<file path="src/rtl/add_stream_pkg.sv">
// Shared types and defaults for the add stream stage and its reference model.
package add_stream_pkg;

    localparam int ADD_WIDTH = 4;
    localparam int ADD_DEPTH = 4;
    localparam int ADD_CNT_W = 16;

    typedef logic [ADD_WIDTH-1:0] operand_t;
    typedef logic [ADD_WIDTH:0]   sum_t;

    function automatic sum_t add_sum(input operand_t op_a, input operand_t op_b);
        return {1'b0, op_a} + {1'b0, op_b};
    endfunction

endpackage

</file>
<file path="src/rtl/add_stream_fifo.sv">
// In-order synchronous FIFO with wrap-bit pointers and occupancy output.
// Latency: a push into an empty FIFO is readable at the head one cycle later.
// Backpressure: pushes while full and pops while empty are ignored.
module add_stream_fifo #(
    parameter int DATA_W = 5,
    parameter int DEPTH  = 4
) (
    input  logic                     clk,
    input  logic                     rst,
    input  logic                     push,
    input  logic [DATA_W-1:0]        push_dat,
    input  logic                     pop,
    output logic [DATA_W-1:0]        head_dat,
    output logic                     full,
    output logic                     empty,
    output logic [$clog2(DEPTH):0]   level
);

    localparam int AW    = $clog2(DEPTH);
    localparam int PTR_W = AW + 1;

    logic [DATA_W-1:0] mem [DEPTH];
    logic [PTR_W-1:0]  wr_ptr;
    logic [PTR_W-1:0]  rd_ptr;
    logic              do_push;
    logic              do_pop;

    // Same index with differing wrap bits means the writer lapped the reader.
    assign full     = (wr_ptr[AW] != rd_ptr[AW]) && (wr_ptr[AW-1:0] == rd_ptr[AW-1:0]);
    assign empty    = (wr_ptr == rd_ptr);
    assign level    = wr_ptr - rd_ptr;
    assign do_push  = push && !full;
    assign do_pop   = pop && !empty;
    assign head_dat = mem[rd_ptr[AW-1:0]];

    always_ff @(posedge clk) begin
        if (rst) begin
            wr_ptr <= '0;
            rd_ptr <= '0;
        end else begin
            if (do_push) begin
                mem[wr_ptr[AW-1:0]] <= push_dat;
                wr_ptr              <= wr_ptr + PTR_W'(1);
            end
            if (do_pop) begin
                rd_ptr <= rd_ptr + PTR_W'(1);
            end
        end
    end

endmodule

</file>
<file path="src/rtl/add_stream_stage.sv">
// Flow-controlled adder: y = a + b (zero-extended), results queued in order.
// Latency: one cycle from accept to out_valid when the queue is empty.
// Backpressure: in_ready depends only on occupancy, never on out_ready.
module add_stream_stage
    import add_stream_pkg::*;
#(
    parameter int WIDTH = ADD_WIDTH,
    parameter int DEPTH = ADD_DEPTH,
    parameter int CNT_W = ADD_CNT_W
) (
    input  logic                     clk,
    input  logic                     rst,
    input  logic                     in_valid,
    output logic                     in_ready,
    input  logic [WIDTH-1:0]         a,
    input  logic [WIDTH-1:0]         b,
    output logic                     out_valid,
    input  logic                     out_ready,
    output logic [WIDTH:0]           y,
    output logic                     out_carry,
    output logic [CNT_W-1:0]         txn_cnt,
    output logic [CNT_W-1:0]         carry_cnt,
    output logic [$clog2(DEPTH):0]   level
);

    logic [WIDTH:0] sum;
    logic [WIDTH:0] head_dat;
    logic           full;
    logic           empty;
    logic           accept;

    assign sum      = {1'b0, a} + {1'b0, b};
    assign in_ready = !rst && !full;
    assign accept   = in_valid && in_ready;

    add_stream_fifo #(
        .DATA_W (WIDTH + 1),
        .DEPTH  (DEPTH)
    ) u_fifo (
        .clk      (clk),
        .rst      (rst),
        .push     (accept),
        .push_dat (sum),
        .pop      (out_ready),
        .head_dat (head_dat),
        .full     (full),
        .empty    (empty),
        .level    (level)
    );

    // Head is masked while empty so stale storage never shows on y.
    assign out_valid = !empty;
    assign y         = empty ? '0 : head_dat;
    assign out_carry = y[WIDTH];

    always_ff @(posedge clk) begin
        if (rst) begin
            txn_cnt   <= '0;
            carry_cnt <= '0;
        end else if (accept) begin
            if (txn_cnt != '1) begin
                txn_cnt <= txn_cnt + CNT_W'(1);
            end
            if (sum[WIDTH] && (carry_cnt != '1)) begin
                carry_cnt <= carry_cnt + CNT_W'(1);
            end
        end
    end

endmodule

</file>
<file path="config.mk">
export PLATFORM = sky130hd
export DESIGN_NAME = add_stream_stage
export DESIGN_NICKNAME = d
export VERILOG_FILES = /design/src/rtl/add_stream_pkg.sv /design/src/rtl/add_stream_fifo.sv /design/src/rtl/add_stream_stage.sv
export SDC_FILE = /design/constraint.sdc
export NUM_CORES = 1
export LEC_CHECK = 0
export BUFFER_PORTS_ARGS = -buffer_cell sky130_fd_sc_hd__buf_2
export CAP_MARGIN = 20
export CORE_ASPECT_RATIO = 1.75
export CORE_MARGIN = 4
export CORE_UTILIZATION = 50
export DETAILED_ROUTE_END_ITERATION = 10
export PLACE_DENSITY = 0.76
export RECOVER_POWER = 25
export SLEW_MARGIN = 20
export SYNTH_ARGS = -nofsm -noshare
export SYNTH_HDL_FRONTEND = slang
export SYNTH_HIERARCHICAL = 1
export SYNTH_SLANG_ARGS = --single-unit
export TNS_END_PERCENT = 10
</file>
<file path="constraint.sdc">
create_clock -name clk -period 2.85 [get_ports clk]
set_input_delay 0.4275 -clock clk [delete_from_list [all_inputs] [get_ports clk]]
set_output_delay 0.4275 -clock clk [all_outputs]
set_load 0.02 [all_outputs]
</file>
==> results.py <==
metrics = {
    "critical_path": {
        "cp_slowest_cell": "or4b_4",
        "critical_path_class": "flop to flop",
        "critPathMaxFanout": 13,
        "path_cells": "inv_1 > ha_1 > nand2_2 > nor2_2 > or3b_1 > clkinv_4 > o311ai_4 > or4b_4 > or3_1 > a21oi_1",
        "path_delay_family": "simple AND/OR/NAND/NOR gates",
        "crit_arrival_ns": 2.99,
        "worstPathRequired_ns": 3.11,
        "critPathLaunchType": "flop",
        "cp-end-kind": "flop",
        "path_buf_inv": 2,
        "max_stage_delay_ns": 0.58,
    },
    "logic_synthesis": {
        "synth_edf_count": 20,
        "synth-main-ff-cell": "dfxtp_1",
        "netlist_top_cells_count": "dfxtp_1, nor2_1, edfxtp_1",
        "yosysTopAreaCell": "dfxtp_1",
        "ys_ff_latch": 60,
        "netlist.area_leader.share_pct": 26.09,
        "ys_types": 54,
        "yosysWarnings": 6,
        "synth_nets": 327,
        "ys_seq_area_share_pct": 45.66,
        "yosys-top-cells-area": "dfxtp_1, edfxtp_1, ha_1",
        "yosysMostFrequentCell": "dfxtp_1",
        "synth_cells": 300,
        "synth_area_per_cell_um2": 10.23,
        "mappedNetlistArea_um2": 3069,
        "ys_async_sr_fraction_pct": 0,
    },
    "drt": {
        "drt-total-wl_um": 6686,
        "drt-initial-drc-count": 65,
        "vias": 2555,
        "drc": 0,
        "post_drt_wl_per_cell_um": 14.96,
        "drtAntennaViolNets": 0,
        "first_pass_iters": 4,
        "vias_per_cell": 5.716,
    },
    "clocking": {
        "clkTransAtPathRegs_ns": 0.07,
        "cts_resized": 0,
        "clock-sinks": 60,
        "clockRootBuffer": "clkbuf_8",
        "cts_tree": "yes",
        "htree_levels": 3,
        "cts_buffers": 9,
        "clk_latency_ns": 0.33,
        "cts_setup_buffers": 0,
        "clk_path_buf_depth": 2,
        "hold_buffers": 0,
    },
    "floorplan": {
        "io_pins": 55,
        "die_area_um2": 7505,
        "rows": 37,
        "start_util_pct": 51.79,
        "die_h_um": 111.6,
        "core_um2": 5926,
        "die_w_um": 67.23,
    },
    "placement": {
        "io_buffers": 54,
        "place_congestion": 0.8183,
        "dp_hpwl_um": 5012,
        "preCtsSetupSlack_ns": 0.08062,
    },
    "global_routing": {
        "grt_pass1_wl_um": 11290,
        "antenna_found_initial": 0,
        "grt.met2_usage_pct": 34.56,
        "grtUsageTotal_pct": 19.55,
        "met3_usage_pct": 3.935,
        "grt_overflow_total": 0,
        "grt_busiest_layer": "met2",
        "grt_start_max_net_pins": 42,
        "met1_usage_pct": 20.68,
        "first_global_vias": 2516,
    },
    "sta": {
        "final_max_slew_viol_count": 0,
        "max_freq_ghz": 0.3674,
        "finalSetupTns_ns": 0,
        "period_needed_ns": 2.722,
        "finalCritPeriodShare_pct": 95.50,
        "slew_headroom_pct": 59.52,
        "final_hold_viol_count": 0,
        "rsz0062_at_grt": "false",
        "setup_ws_ns": 0.1283,
        "clock_skew_ns": 0.004899,
        "tightest_slew_ns": 0.6016,
        "setup_viol": 0,
    },
    "power": {
        "vdd_drop_max_mv": 0.4178,
        "p_leak_nw": 1.397,
        "power.density_nw_per_um2": 643.8,
    },
    "cells_and_area": {
        "area_delta_synth_final_pct": 18.43,
        "layout-drive-gt1-share_pct": 20.60,
        "fin_nets": 391,
        "num_antenna_cells": 0,
    },
    "outcome": {
        "status": "finished, final reports clean",
    },
    "run": {
        "cap_violations": 0,
    },
    "min_path": {
        "hold_path_class": "input port to flop",
    },
}
==> worst paths after layout <==
| check | startpoint | slack [ns] | cells past startpoint | to |
|---|---|---|---|---|
| setup / recovery | u_fifo/wr_ptr[0] | 0.13 | 10 | carry_cnt[11] |
| hold / removal | b[0] | 0.46 | 2 | u_fifo/mem[2][0] |
| setup reg to reg | u_fifo/wr_ptr[0] | 0.13 | 10 | carry_cnt[11] |
| hold reg to reg | carry_cnt[5] | 0.50 | 2 | carry_cnt[5] |
==> flip-flops by register name (all words and copies together) (netlist names), named ones only <==
| signal | flops |
|---|---|
| carry_cnt | 16 |
| txn_cnt | 16 |
| u_fifo/mem | 20 |
| u_fifo/rd_ptr | 3 |
| u_fifo/wr_ptr | 3 |
==> metrics by stage <==
stage,util (%),total power [mW],std cells,hold WS [ns],cell area (um2)
finish,61.34,2.340,447,0.4569,3635
global route,61.34,2.466,447,0.4535,3635
CTS,61.63,2.364,447,0.4387,3652
detailed placement,58.30,1.603,431,0.4853,3455
global placement,58.30,1.591,431,0.4825,3455
floorplan,-,1.404,300,0.5113,3069
==> report_power, final <==
part	switching [mW]	leakage, nW	internal (mW)
clock	0.312	0.101	0.451
combinational	0.372	0.792	0.235
sequential	0.0404	0.505	0.930
total	0.724	1.40	1.62
==> layout by cell type, fill, tap and decap left out, types with 5 or more instances in the layout <==
cell and n:
a21oi_1 7, clkbuf_1 18, mux4_2 5, nand3_1 12
or3_1 5, nor3_1 9, nor2_1 31, and3_1 8
ha_1 13, edfxtp_1 20, nand4_1 9, clkbuf_8 11
xnor2_1 16, inv_1 14, nor3b_1 5, nand2_1 19
nor2b_1 8, buf_2 39, xor2_1 9, dfxtp_1 39
buf_4 8, nor4_1 6
==> logic make-up after synthesis <==
family	after synthesis	share of synthesized area, %
multiplexers	7	4.321
AND/OR/NAND/NOR	131	23.20
buffers and inverters	24	3.384
adder cells (fa/ha/maj)	15	6.604
AO/OA/AOI/OAI	37	9.172
flip-flops	60	45.66
XOR/XNOR	26	7.664
==> layout make-up <==
type	count	area (um2)
clock inverters	2	35.03
well taps	78	97.59
multi-input cells	216	1564
repair buffers	62	311.5
inverters	15	61.31
fillers	556	2291
flip-flops and latches	60	1403
clock buffers	14	162.7
==> layer usage <==
layer	wire length (um)	vias to the layer above
li1	-	1229
met5	0	-
met2	3620	73
met4	187	0
met3	337	17
met1	2540	1236
Note: power is estimated with default switching activity, not from simulation.
